`config.mk`:
```
export PLATFORM = sky130hd
export DESIGN_NAME = cpu_run_monitor
export DESIGN_NICKNAME = d
export VERILOG_FILES = /design/src/rtl/cpu_tb_pkg.sv /design/src/rtl/cpu_run_monitor_stall_lfsr.sv /design/src/rtl/cpu_run_monitor.sv
export SDC_FILE = /design/constraint.sdc
export NUM_CORES = 1
export LEC_CHECK = 0
export ABC_AREA = 1
export BUFFER_PORTS_ARGS = -buffer_cell sky130_fd_sc_hd__buf_2
export CAP_MARGIN = 20
export CORE_ASPECT_RATIO = 0.6
export CORE_MARGIN = 3
export CORE_UTILIZATION = 25
export DETAILED_ROUTE_END_ITERATION = 8
export PLACE_DENSITY_LB_ADDON = 0.25
export SYNTH_ARGS = -nofsm -noshare
export SYNTH_HDL_FRONTEND = slang
export SYNTH_SLANG_ARGS = --single-unit
```
`constraint.sdc`:
```
create_clock -name clk -period 2.5 [get_ports clk]
set_clock_uncertainty 0.05 [all_clocks]
set_input_delay 0.5 -clock clk [delete_from_list [all_inputs] [get_ports clk]]
set_output_delay 0.5 -clock clk [all_outputs]
set_load 0.005 [all_outputs]
```
`src/rtl/cpu_tb_pkg.sv`:
```
// Shared types for the CPU run monitor: FSM states, result codes and the
// Galois LFSR feedback mask used by the optional clk_enable stall generator.
package cpu_tb_pkg;

    typedef enum logic [1:0] {
        ST_RST_HOLD = 2'd0,
        ST_ARM      = 2'd1,
        ST_RUN      = 2'd2,
        ST_DONE     = 2'd3
    } state_t;

    typedef enum logic [1:0] {
        FC_NONE        = 2'd0,
        FC_NO_ACTIVE   = 2'd1,
        FC_TIMEOUT     = 2'd2,
        FC_V0_MISMATCH = 2'd3
    } fail_code_t;

    // x^16 + x^14 + x^13 + x^11, right-shifting Galois form
    localparam logic [15:0] LFSR_TAPS = 16'hB400;

    function automatic logic [15:0] lfsr_next(input logic [15:0] cur);
        return cur[0] ? ((cur >> 1) ^ LFSR_TAPS) : (cur >> 1);
    endfunction

endpackage

```
`src/rtl/cpu_run_monitor_stall_lfsr.sv`:
```
// Pseudo-random clk_enable stall source: stalls when lfsr[1:0]==0, but never
// more than MAX_STALL cycles in a row. Advances only while advance=1.
module stall_lfsr
    import cpu_tb_pkg::*;
#(
    parameter logic [15:0] SEED      = 16'hACE1,
    parameter int          MAX_STALL = 3
) (
    input  logic clk,
    input  logic reset,
    input  logic advance,
    output logic stall
);

    localparam int RUN_W = (MAX_STALL < 1) ? 1 : $clog2(MAX_STALL + 1);

    logic [15:0]      lfsr;
    logic [RUN_W-1:0] run_cnt;

    assign stall = advance && (lfsr[1:0] == 2'b00) && (run_cnt != RUN_W'(MAX_STALL));

    always_ff @(posedge clk) begin
        if (reset) begin
            lfsr    <= SEED;
            run_cnt <= '0;
        end else if (advance) begin
            lfsr    <= lfsr_next(lfsr);
            run_cnt <= stall ? run_cnt + 1'b1 : '0;
        end
    end

endmodule

```
`src/rtl/cpu_run_monitor.sv`:
```
// Run controller for a CPU under test: sequences cpu_reset, waits for active,
// times the run and grades the final register_v0. Optional clk_enable
// throttling is compiled in with CLK_ENABLE_STALL_EN.
module cpu_run_monitor
    import cpu_tb_pkg::*;
#(
    parameter int          RESET_CYCLES       = 2,
    parameter int          ACTIVE_WAIT_CYCLES = 2,
    parameter int          TIMEOUT_CYCLES     = 10000,
    parameter int          CYCLE_W            = 32,
    parameter logic [15:0] LFSR_SEED          = 16'hACE1,
    parameter int          MAX_STALL          = 3
) (
    input  logic               clk,
    input  logic               reset,
    output logic               cpu_reset,
    output logic               cpu_clk_enable,
    input  logic               cpu_active,
    input  logic [31:0]        cpu_register_v0,
    input  logic               check_en,
    input  logic [31:0]        expected_v0,
    output logic               done,
    output logic               pass,
    output logic [1:0]         fail_code,
    output logic [CYCLE_W-1:0] cycle_count,
    output logic [31:0]        v0_final,
    output logic [1:0]         dbg_state
);

    if (RESET_CYCLES < 1 || ACTIVE_WAIT_CYCLES < 1 || LFSR_SEED == 16'h0 || MAX_STALL < 1) begin : g_bad_cfg
        $error("cpu_run_monitor: illegal parameter combination");
    end

    state_t             state_q, state_d;
    fail_code_t         fail_q, fail_d;
    logic [15:0]        hold_q, hold_d;
    logic [15:0]        wait_q, wait_d;
    logic [CYCLE_W-1:0] count_q, count_d, count_inc;
    logic [31:0]        v0_q, v0_d;
    logic               done_q, done_d;
    logic               en_base;

    // Saturating increment: a stuck counter is preferable to a wrapped one.
    assign count_inc = (count_q == '1) ? count_q : count_q + 1'b1;

    always_comb begin
        state_d   = state_q;
        fail_d    = fail_q;
        hold_d    = hold_q;
        wait_d    = wait_q;
        count_d   = count_q;
        v0_d      = v0_q;
        done_d    = done_q;
        cpu_reset = 1'b0;
        en_base   = 1'b0;
        case (state_q)
            ST_RST_HOLD: begin
                cpu_reset = 1'b1;
                if (hold_q == 16'(RESET_CYCLES - 1)) begin
                    state_d = ST_ARM;
                    wait_d  = '0;
                end else begin
                    hold_d = hold_q + 16'd1;
                end
            end
            ST_ARM: begin
                en_base = 1'b1;
                if (cpu_active) begin
                    state_d = ST_RUN;
                end else if (wait_q == 16'(ACTIVE_WAIT_CYCLES - 1)) begin
                    state_d = ST_DONE;
                    done_d  = 1'b1;
                    fail_d  = FC_NO_ACTIVE;
                end else begin
                    wait_d = wait_q + 16'd1;
                end
            end
            ST_RUN: begin
                en_base = 1'b1;
                count_d = count_inc;
                // Active fall is tested first so it beats a coincident timeout.
                if (!cpu_active) begin
                    state_d = ST_DONE;
                    done_d  = 1'b1;
                    v0_d    = cpu_register_v0;
                    if (check_en && (cpu_register_v0 != expected_v0))
                        fail_d = FC_V0_MISMATCH;
                end else if (count_inc == CYCLE_W'(TIMEOUT_CYCLES)) begin
                    state_d = ST_DONE;
                    done_d  = 1'b1;
                    fail_d  = FC_TIMEOUT;
                end
            end
            default: ;
        endcase
    end

    always_ff @(posedge clk) begin
        if (reset) begin
            state_q <= ST_RST_HOLD;
            fail_q  <= FC_NONE;
            hold_q  <= '0;
            wait_q  <= '0;
            count_q <= '0;
            v0_q    <= '0;
            done_q  <= 1'b0;
        end else begin
            state_q <= state_d;
            fail_q  <= fail_d;
            hold_q  <= hold_d;
            wait_q  <= wait_d;
            count_q <= count_d;
            v0_q    <= v0_d;
            done_q  <= done_d;
        end
    end

`ifdef CLK_ENABLE_STALL_EN
    logic advance;
    logic stall;

    // ARM is never throttled: the LFSR only steps and stalls during RUN.
    assign advance = (state_q == ST_RUN);

    stall_lfsr #(
        .SEED      (LFSR_SEED),
        .MAX_STALL (MAX_STALL)
    ) u_stall (
        .clk     (clk),
        .reset   (reset),
        .advance (advance),
        .stall   (stall)
    );

    assign cpu_clk_enable = en_base && !stall;
`else
    assign cpu_clk_enable = en_base;
`endif

    assign done        = done_q;
    assign pass        = done_q && (fail_q == FC_NONE);
    assign fail_code   = fail_q;
    assign cycle_count = count_q;
    assign v0_final    = v0_q;
    assign dbg_state   = state_q;

endmodule

```
==> results_dict.tcl <==
set metrics [dict create \
    core_um2 22490 \
    nets 1161 \
    final_cell_mix "191 x nand2_1, 139 x buf_2, 128 x nor2_1" \
    first_pass_iters 7 \
    layout_min_cycle_time_ps 2312 \
    use_met1_pct 23.93 \
    crit_fanout 11 \
    avgViaCountPerCell 4.492 \
    synth.avg_cell_area_um2 6.544 \
    gr-usage-all-layers_pct 15.05 \
    drt_iter0_drc 511 \
    cp-start-kind "flop" \
    ys_types 36 \
    grtUsageMet2_pct 20.50 \
    ys_seq_elements 101 \
    dp_slack_ps -59.83 \
    antenna_found_initial 0 \
    area_growth_syn_to_layout_pct 33.17 \
    crit_arrival_ps 2520 \
    holdPathStages 3 \
    layout_setup_ws_ps 188.1 \
    post_drt_wl_per_cell_um 13.83 \
    root_buffer "clkbuf_16" \
    worst_pin_slew_ps 495.1 \
    path_cells "nand2_1 -> nor2_2 -> nand2_1 -> nor2_8 -> nand2_8 -> nand2_1 -> nand2_1 -> nor2_2 -> nand3_1 -> nor2_2 -> nand2_1 -> nand2_2 -> nand3_2 -> nor2_1 -> nor2_1" \
    vias 6276 \
    dp_hpwl_um 15190 \
    path_clk_slew_ps 80 \
    min_from "cpu_register_v0[5]" \
    maxSlewHeadroom_pct 67.00 \
    cts_tree "built" \
    clk_latency_ps 350 \
    cts_made_buffers 9 \
    timing.rr.end "dbg_state[0]$_SDFFE_PP0P_" \
    r2r_cells 15 \
    grt_max_degree 52 \
    syn_nets 971 \
    worst_setup_path_end_kind "flop" \
    grt_pass1_vias 5770 \
    slew_viol_final 0 \
    grt_util_met3_pct 3.108 \
    drive_gt1_share_pct 27.73 \
    antenna_left 0 \
    ys_seq_area_share_pct 34.56 \
    cts_buffer_depth 2 \
    hp-class "input pin to flop" \
    syn_area_um2 5851 \
    hold_violations 0 \
    die_area_um2 25330 \
    routabilityCongestion 0.9153 \
    die_w_um 203.5 \
    drc_errors 0 \
    routed_wl_um 19320 \
    cts.htree.levels 3 \
    maxCapViolations 0 \
    grt-busiest-layer "met1" \
    fmax_mhz 432.5 \
    grt_pass1_wl_um 30820 \
    hold_end "v0_final[5]$_SDFFE_PP0P_" \
    cp.required_ps 2710 \
    nFillCells 2496 \
    syn_inst 894 \
    diodes 0 \
    port_buffers 139 \
    slowest_stage "dfxtp_1" \
    rrSetupSlack_ps 190 \
    powerDensity_nw_per_um2 814.3 \
    setup_viol 0 \
    cts_sinks 101 \
    path_class "flop to flop" \
    start_util_pct 26.01 \
    layout_commonest_cell "nand2_1" \
    hold_buffers 0 \
    rows 42 \
    ir_drop_uv 391.6 \
    whs_ps 351.0 \
    slowest_delay_ps 380 \
    yosysWarnings 0 \
    finalCritPeriodShare_pct 92.48 \
    grt_overflow 0 \
    p_leak_nw 3.582 \
    cpMostUsedCell "nand2_1" \
    io_pins 140 \
    outcome "finished clean" \
    timing.rr.start "cycle_count[15]$_SDFFE_PP0P_" \
    die_h_um 124.5 \
]
## flip-flops by register name (all words and copies together) (netlist names)
register     count
hold_q          16
wait_q          16
v0_final        32
cycle_count     32
fail_code        2
done             1
dbg_state        2
## Yosys cell counts
library cell / count / area share, %
o21bai_1: 1 / 0.13
xnor2_1: 20 / 3.0
nor2_8: 1 / 0.34
clkinv_1: 1 / 0.064
nand2_2: 3 / 0.32
o21ai_2: 2 / 0.30
inv_2: 2 / 0.13
xor2_1: 25 / 3.7
nor3_1: 19 / 1.6
a21boi_0: 1 / 0.13
ha_1: 9 / 1.9
nand3b_1: 12 / 1.5
inv_1: 97 / 6.2
nor2_1: 151 / 9.7
nand4_1: 15 / 1.6
a21oi_1: 49 / 4.2
a41oi_1: 1 / 0.15
clkbuf_1: 20 / 1.3
nor4_1: 11 / 1.2
o21a_1: 2 / 0.26
a211oi_1: 1 / 0.13
buf_4: 2 / 0.26
dfxtp_1: 101 / 35
nor2_4: 3 / 0.58
buf_2: 1 / 0.085
nand2_1: 198 / 13
nor2_2: 6 / 0.64
nor3b_1: 5 / 0.64
buf_1: 3 / 0.19
nand2_4: 2 / 0.38
o21ai_0: 72 / 6.2
nand3_1: 38 / 3.3
buf_6: 2 / 0.38
or2_2: 5 / 0.53
nor4b_1: 1 / 0.15
o211ai_1: 12 / 1.5
## stage by stage
step / utilization (%) / instances / TNS, ps / instance area, um2 / power [mW]
2_1_floorplan: - / 894 / 0 / 5851 / 3.557
3_3_place_gp: 32.24 / 1372 / -82.20 / 7251 / 4.865
3_5_place_dp: 32.24 / 1372 / -63.09 / 7251 / 4.840
4_1_cts: 33.54 / 1388 / 0 / 7545 / 6.295
5_1_grt: 34.64 / 1397 / -74.31 / 7791 / 6.851
6_report: 34.64 / 1397 / 0 / 7791 / 6.344
## repair_timing
item                       4_1_cts  5_1_grt
pin swaps                        0       11
setup endpoints to repair        3        5
resized for setup                1       68
buffers inserted                 0        9
## layer usage
layer / vias to the layer above / part of all wire (%) / wire length (um)
met5: - / 0 / 0
met4: 0 / 0.87 / 169
met3: 10 / 6.1 / 1185
met2: 162 / 39 / 7547
met1: 2842 / 54 / 10420
li1: 3262 / - / -
## critical path: cells and delay by family, from the launching register on
kind	cells	cell delay (ps)
and+or+nand+nor	15	1780
DFF	1	380
## cell type report
class,instances,area (um2),share of cell area [%]
clock buffers,11,252.7,3.244
repair buffers,207,1206,15.48
flip-flops and latches,101,2062,26.47
well taps,308,385.4,4.946
multi-input cells,665,3468,44.52
inverters,100,377.9,4.850
clock inverters,5,38.79,0.4978
## cells by family (layout without fill, tap and decap cells)
family,after synthesis,in the layout,share of synthesized area (%)
and+or+nand+nor,470,470,35.18
adders and majority gates,9,9,1.925
DFF,101,101,34.56
buffers and inverters,128,323,8.618
AOI/OAI and AO/OA,141,141,12.98
xor gates and xnor gates,45,45,6.737
## worst max path at each step
stage | startpoint | to | slack (ps) | cells past startpoint
after floorplan | cycle_count[0]$_SDFFE_PP0P_ | dbg_state[0]$_SDFFE_PP0P_ | 250 | 17
after global placement | cycle_count[3]$_SDFFE_PP0P_ | dbg_state[0]$_SDFFE_PP0P_ | -60 | 17
after detailed placement | cycle_count[3]$_SDFFE_PP0P_ | dbg_state[0]$_SDFFE_PP0P_ | -60 | 17
after CTS | cycle_count[3]$_SDFFE_PP0P_ | dbg_state[0]$_SDFFE_PP0P_ | 10 | 17
after global routing | cycle_count[4]$_SDFFE_PP0P_ | dbg_state[0]$_SDFFE_PP0P_ | -50 | 18
final | cycle_count[15]$_SDFFE_PP0P_ | dbg_state[0]$_SDFFE_PP0P_ | 190 | 15
## where the power goes
part | internal (mW) | leakage (nW) | total (mW) | switching, mW
clock network | 0.741 | 0.143 | 1.42 | 0.678
registers | 1.97 | 0.829 | 2.30 | 0.330
logic | 1.11 | 2.61 | 2.62 | 1.51
total | 3.83 | 3.58 | 6.34 | 2.52
No activity file was read; power rests on OpenSTA's default activity.
